===== config.mk =====
export PLATFORM = sky130hd
export DESIGN_NAME = bfly_stage_ctrl
export DESIGN_NICKNAME = d
export VERILOG_FILES = /design/src/rtl/bfly_stage_ctrl.sv
export SDC_FILE = /design/constraint.sdc
export NUM_CORES = 1
export LEC_CHECK = 0
export ABC_AREA = 1
export ABC_CLOCK_PERIOD_IN_PS = 5500
export CORE_MARGIN = 5
export CORE_UTILIZATION = 27
export CTS_BUF_LIST = sky130_fd_sc_hd__clkbuf_4
export DETAILED_ROUTE_END_ITERATION = 16
export PLACE_DENSITY = 0.39
export SYNTH_ARGS = -nofsm -noshare
export SYNTH_HDL_FRONTEND = slang
export SYNTH_SLANG_ARGS = --single-unit

===== constraint.sdc =====
create_clock -name clk -period 5.5 [get_ports clk]
set_input_delay 1.1 -clock clk [delete_from_list [all_inputs] [get_ports clk]]
set_output_delay 1.1 -clock clk [all_outputs]
set_load 0.02 [all_outputs]

===== src/rtl/bfly_stage_ctrl.sv =====
// Sequencer for one radix-2 single-delay-feedback FFT stage. The first half of each
// frame is buffered. Second-half samples are paired with it for the external butterfly.
// The stage then emits the sums, followed by the buffered differences.
module bfly_stage_ctrl #(
  parameter int WIDTH    = 12,
  parameter int NUM_PAIR = 16
) (
  input  logic                        clk,
  input  logic                        rstn,
  input  logic                        clr,
  input  logic                        in_valid,
  output logic                        in_ready,
  input  logic [WIDTH-1:0]            in_re,
  input  logic [WIDTH-1:0]            in_im,
  output logic                        bf_valid,
  output logic [WIDTH-1:0]            bf_a_re,
  output logic [WIDTH-1:0]            bf_a_im,
  output logic [WIDTH-1:0]            bf_b_re,
  output logic [WIDTH-1:0]            bf_b_im,
  input  logic [WIDTH:0]              bf_sum_re,
  input  logic [WIDTH:0]              bf_sum_im,
  input  logic [WIDTH:0]              bf_diff_re,
  input  logic [WIDTH:0]              bf_diff_im,
  output logic                        out_valid,
  output logic [WIDTH:0]              out_re,
  output logic [WIDTH:0]              out_im,
  output logic                        out_is_diff,
  output logic [$clog2(NUM_PAIR)-1:0] out_idx,
  output logic                        frame_done
);

  localparam int KW = $clog2(NUM_PAIR);
  localparam int BW = 2 * (WIDTH + 1);

  typedef enum logic [1:0] {S_FILL, S_PAIR, S_FLUSH, S_DRAIN} state_t;

  state_t          r_state;
  state_t          w_state_next;
  logic [KW-1:0]   r_k;
  logic            r_flush_cnt;
  logic [BW-1:0]   r_buf [NUM_PAIR];
  logic [BW-1:0]   w_rd;
  logic            w_hs;
  logic            w_k_last;
  logic            w_issue;

  logic            r_bf_valid;
  logic [WIDTH-1:0] r_bf_a_re, r_bf_a_im, r_bf_b_re, r_bf_b_im;
  logic [KW-1:0]   r_bf_idx;
  logic            r_res_pend;
  logic [KW-1:0]   r_res_idx;

  logic            r_out_valid;
  logic [WIDTH:0]  r_out_re, r_out_im;
  logic            r_out_is_diff;
  logic [KW-1:0]   r_out_idx;
  logic            r_frame_done;

  assign w_hs     = in_valid && in_ready;
  assign w_k_last = (r_k == KW'(NUM_PAIR - 1));
  assign w_issue  = (r_state == S_PAIR) && w_hs && !clr;
  assign w_rd     = r_buf[r_k];

  always_ff @(posedge clk or negedge rstn) begin
    if (!rstn) r_state <= S_FILL;
    else       r_state <= w_state_next;
  end

  always_comb begin
    w_state_next = r_state;
    if (clr) begin
      w_state_next = S_FILL;
    end else begin
      case (r_state)
        S_FILL:  if (w_hs && w_k_last) w_state_next = S_PAIR;
        S_PAIR:  if (w_hs && w_k_last) w_state_next = S_FLUSH;
        S_FLUSH: if (r_flush_cnt)      w_state_next = S_DRAIN;
        S_DRAIN: if (w_k_last)         w_state_next = S_FILL;
        default:                       w_state_next = S_FILL;
      endcase
    end
  end

  always_comb begin
    in_ready = (r_state == S_FILL) || (r_state == S_PAIR);
  end

  always_ff @(posedge clk or negedge rstn) begin
    if (!rstn) begin
      r_k         <= '0;
      r_flush_cnt <= 1'b0;
    end else if (clr) begin
      r_k         <= '0;
      r_flush_cnt <= 1'b0;
    end else begin
      case (r_state)
        S_FILL, S_PAIR: if (w_hs) r_k <= w_k_last ? '0 : r_k + KW'(1);
        S_FLUSH:        r_flush_cnt <= ~r_flush_cnt;
        S_DRAIN:        r_k <= w_k_last ? '0 : r_k + KW'(1);
        default:        r_k <= '0;
      endcase
    end
  end

  // r_res_pend marks the cycle in which the butterfly's results for r_res_idx are present.
  always_ff @(posedge clk or negedge rstn) begin
    if (!rstn) begin
      r_bf_valid <= 1'b0;
      r_bf_a_re  <= '0;
      r_bf_a_im  <= '0;
      r_bf_b_re  <= '0;
      r_bf_b_im  <= '0;
      r_bf_idx   <= '0;
      r_res_pend <= 1'b0;
      r_res_idx  <= '0;
    end else begin
      r_bf_valid <= w_issue;
      r_res_pend <= r_bf_valid && !clr;
      r_res_idx  <= r_bf_idx;
      if (w_issue) begin
        r_bf_a_re <= w_rd[WIDTH+1 +: WIDTH];
        r_bf_a_im <= w_rd[0 +: WIDTH];
        r_bf_b_re <= in_re;
        r_bf_b_im <= in_im;
        r_bf_idx  <= r_k;
      end
    end
  end

  always_ff @(posedge clk or negedge rstn) begin
    if (!rstn) begin
      r_out_valid   <= 1'b0;
      r_out_re      <= '0;
      r_out_im      <= '0;
      r_out_is_diff <= 1'b0;
      r_out_idx     <= '0;
      r_frame_done  <= 1'b0;
    end else begin
      r_out_valid  <= 1'b0;
      r_frame_done <= 1'b0;
      if (!clr) begin
        if (r_res_pend) begin
          r_out_valid   <= 1'b1;
          r_out_re      <= bf_sum_re;
          r_out_im      <= bf_sum_im;
          r_out_is_diff <= 1'b0;
          r_out_idx     <= r_res_idx;
        end else if (r_state == S_DRAIN) begin
          r_out_valid   <= 1'b1;
          r_out_re      <= w_rd[BW-1:WIDTH+1];
          r_out_im      <= w_rd[WIDTH:0];
          r_out_is_diff <= 1'b1;
          r_out_idx     <= r_k;
          r_frame_done  <= w_k_last;
        end
      end
    end
  end

  // Diff write-back lands two cycles after issue, so buf[k] still holds the first-half sample when read.
  always_ff @(posedge clk) begin
    if (!clr) begin
      if (r_res_pend)
        r_buf[r_res_idx] <= {bf_diff_re, bf_diff_im};
      else if (r_state == S_FILL && w_hs)
        r_buf[r_k] <= {in_re[WIDTH-1], in_re, in_im[WIDTH-1], in_im};
    end
  end

  assign bf_valid    = r_bf_valid;
  assign bf_a_re     = r_bf_a_re;
  assign bf_a_im     = r_bf_a_im;
  assign bf_b_re     = r_bf_b_re;
  assign bf_b_im     = r_bf_b_im;
  assign out_valid   = r_out_valid;
  assign out_re      = r_out_re;
  assign out_im      = r_out_im;
  assign out_is_diff = r_out_is_diff;
  assign out_idx     = r_out_idx;
  assign frame_done  = r_frame_done;

endmodule


Yosys cells after proc, flatten, opt, wreduce, memory -nomap -nowiden
Memories as Yosys holds them, arrays and structs flattened.
Cells that the tools add are included.

operators by class
  eq/ne operators = 9
  bitwise gates (word level) = 2
  add/sub/neg operators = 1
  reductions and logical operators = 17
  mux-type cells = 36

operators by type and width
  kind                 count
  $mux 13              4
  $mux 26              1
  $reduce_or 26->1     1
  $mux 4               6
  $mux 1               18
  $ne 3x3->1 const B   5
  $mux 2               5
  $pmux 2 s4           1
  $pmux 4 s2           1
  $logic_and 1x1->1    6
  $add 4x1->4 const B  1
  $eq 2x2->1 const B   2
  $eq 4x4->1 const B   1
  $reduce_and 2->1     2
  $reduce_and 4->1     1
  $reduce_bool 2->1    2
  $reduce_bool 3->1    1
  $eq 2x1->1 const B   1
  $logic_not 2->1      1
  $not 1->1            2
  $reduce_or 2->1      1
  $logic_not 1->1      1
  $logic_or 1x1->1     1

storage, ports and cells
  bits in registers = 98
  bits of input ports = 80
  word-level logic and storage cells = 83
  memory bits (writable) = 416
  memories = 1

memory list
  name   words  bits a word  read ports  clocked after Yosys merged registers in  wr ports  RTL line  text
  r_buf  16     26           1           0                                        1         41        logic [BW-1:0] r_buf [NUM_PAIR];

Logic depth before layout (Yosys ltp)
  depth after elaboration = 10
  depth in mapped cells = 13

Least setup slack after synthesis
OpenSTA, ideal clock, no wires.

  path type = input-to-reg
  start point = input clr
  end point = memory r_buf[0][0] in the netlist's numbering (enable)
  path buffers = 1
  path slack = 2.105 ns
  required time = 5.091 ns
  data arrival time = 2.986 ns
  stages = 6
  path through = inv_2 > nand4_1 > buf_2 > o21ai_1 > nand3_1 > nor2_1

between the ends
  cells in the longest elaborated chain, start to end = 4

ends and longest elaborated chain
  what                                        RTL line  text
  from (decl)                                 10        input logic clr,
  $mux 1                                      162       if (!clr) begin
  $mux 1 (not written as such)                166       r_buf[r_k] <= {in_re[WIDTH-1], in_re, in_im[WIDTH-1], in_im};
  $reduce_or 26->1 (no line)                  -
  $mux 4 (no line) or $mux 1 (tied branches)  -
  to (decl)                                   41

Parallel ways exist; a longest one is shown, timed or not.

Final worst setup path
  start point = input clr
  end point = memory r_buf[11][14] in the netlist's numbering (enable)

Same word-level chain as after synthesis.

==> impl_metrics.ini <==
[setup_path]
rr_worst_depth = 7
crit_chain = clkdlybuf4s50_1 > inv_2 > nand4_1 > buf_4 > o21ai_1 > nand2_1 > nor2_4
crit_arrival_ns = 4.49
end_kind = flip-flop
start_kind = input port
cp_data_required_time_ns = 6.03
timing.rr.start = r_state[0]
cpMaxStageDelayCell = nor2_4
crit_type = input port to flip-flop
reg2reg_setup_slack_ns = 1.95
cp_max_fo = 26
startpoint = clr
slowest_delay_ns = 0.86
cp-endpoint = r_buf[11][14]
r2r_end = r_buf[11][14]

[timing]
fin_ws_ns = 1.540
holdWs_ns = 0.2936
rsz0062_at_grt = no
tns_ns = 0
fmax_ghz = 0.2525
slew_violations = 0
hold_violations = 0
max_slew_margin_pct = 30.15
fin_crit_sh_pct = 72.01
setup_viol = 0
period_needed_ns = 3.960
worst_pin_slew_ns = 1.045
fin_skew_ns = 0.04942

[pwr]
power_leakage_uw = 0.01122
peakVddDrop_v = 0.0002918
power_density_nw_per_um2 = 452.8

[synthesis]
synth_area_um2 = 21730
synth_edf_count = 416
syn_area_per_cell_um2 = 10.00
synth-seq-area-share_pct = 68.79
synth.net_count = 2257
async_flop_share_pct = 19.07
synth_ff_type = edfxtp_1
ys_types = 25
ys_seq_elements = 514
yosys_warnings = 0
syn_inst = 2172

[clock_tree]
ctsHoldBuffers = 0
cts_tree = yes
cts.htree.levels = 4
cts.sinks = 514
clockRootBuffer = clkbuf_4
ctsLongestPathBuffers = 3
cts_setup_buffers = 0
clock_latency_ns = 0.95
cts_made_buffers = 150
cts.clk_slew.worst_paths_ns = 0.06
post_cts_resized = 0

[route]
postRouteAntennaNets = 0
viasPerCell = 4.353
drt-pass1-iter-count = 5
drc = 0
wl_per_cell_um = 18.76
drt-total-wl_um = 67760
routed-via-count = 15720
first_iter_violations = 781

[layout]
final-seq-area_um2 = 14950
syn_to_final_growth_pct = 23.04
final_cell_mix = 851 x nand2_1, 416 x edfxtp_1, 260 x nor2_1, 234 x clkbuf_4, 168 x nand3_1
fillerInstances = 8358
drive_above_1_share_pct = 13.14
multi_input_area_um2 = 5747
final_common_cell = nand2_1
final_nets = 2521

[die]
core_area_um2 = 80160
die_area_um2 = 86240
die_h_um = 293.7
rows = 104
die_w_um = 293.7
ios = 163
initial_utilization_pct = 27.10

[min_path]
hold_path.class = input port to asynchronous set/reset pin

[status]
status = finished, final reports clean

[place]
hpwl_um = 39900
routabilityCongestion = 0.7597
dp_slack_ns = 0.6075
io_buffers = 162

[flow_run]
cap_violations = 0

[grt]
grt_pass1_wl_um = 101200
grt_max_degree = 197
antenna_found_initial = 1
grt_use_total_pct = 15.63
overflow = 0
grt_pass1_vias = 15840
-- where the power goes --
group          internal, uW  total [uW]  switching (uW)  leakage [uW]
registers              4760        5020             262       0.00500
clock network          2110        3760            1650       0.00119
logic                  1160        3330            2170       0.00503
total                  8020       12100            4090        0.0112
-- cells by family (layout without fill, tap and decap cells) --
family / count (synthesis) / after routing / share of synthesized area, %
and+or+nand+nor: 1300 / 1300 / 23.48
DFF: 514 / 514 / 68.79
buffers and inverters: 260 / 638 / 5.264
AOI/OAI and AO/OA: 93 / 93 / 2.183
adders and majority gates: 5 / 5 / 0.2880
other: 0 / 1 / 0
-- metrics by stage --
step / cell area, um2 / total power, uW / util [%] / instances
2_1_floorplan: 21730 / 6985 / - / 2172
3_3_place_gp: 24750 / 8502 / 30.87 / 3344
3_5_place_dp: 24750 / 8509 / 30.87 / 3344
4_1_cts: 26730 / 12380 / 33.35 / 3610
5_1_grt: 26730 / 12930 / 33.35 / 3611
6_report: 26730 / 12110 / 33.35 / 3611
-- synth_stat cells (all sizes together) (2+ instances only) --
library cell  number  area (um2)
a21oi              2       10.01
a31oi              3       18.77
buf               74       444.2
clkbuf            37       140.1
clkinv             2       7.510
dfrtp             98        2452
edfxtp           416       12490
ha                 5       62.56
inv              147       551.8
nand2            851        3194
nand3            169       845.8
nor2             277        1042
o21ai             86       430.4
-- worst min-delay path by stage --
stage | from | endpoint | slack (ns) | cells past startpoint
after floorplan | r_bf_idx[0] | r_res_idx[0] | 0.35 | 0
final | rstn | out_re[6] | 0.29 | 1
after CTS | rstn | bf_a_re[9] | 0.17 | 1
after global placement | r_bf_idx[1] | r_res_idx[1] | 0.36 | 0
after detailed placement | r_bf_idx[3] | r_res_idx[3] | 0.36 | 0
after global routing | rstn | out_re[6] | 0.25 | 1
-- critical path: cells and delay by family --
family / cells / cell delay (ns)
buf+inv: 3 / 1.37
simple gates: 3 / 1.75
compound gates: 1 / 0.24
-- per-layer routing --
metal | up-vias | global-route usage, % | wire (um)
li1 | 7670 | - | -
met1 | 7528 | 20.56 | 30730
met2 | 408 | 25.48 | 32110
met3 | 111 | 3.736 | 3447
met4 | 0 | 5.354 | 1468
met5 | - | 0 | 0
-- area by class of cell --
class | instances | share of cell area (%)
inverters | 149 | 2.102
diodes | 1 | 0.009361
multi-input cells | 1398 | 21.50
repair buffers | 223 | 8.097
clock inverters | 32 | 0.8425
well taps | 1060 | 4.961
flip-flops and latches | 514 | 55.92
clock buffers | 234 | 6.571
-- flip-flops by register name, summed over array words and instances (netlist names) --
signal / flops
bf_a_im: 12
bf_a_re: 12
bf_b_im: 12
bf_b_re: 12
bf_valid: 1
frame_done: 1
out_idx: 4
out_im: 13
out_is_diff: 1
out_re: 13
out_valid: 1
r_bf_idx: 4
r_buf: 416
r_flush_cnt: 1
r_k: 4
r_res_idx: 4
r_res_pend: 1
r_state: 2
Power figures use the tool's default switching activity.
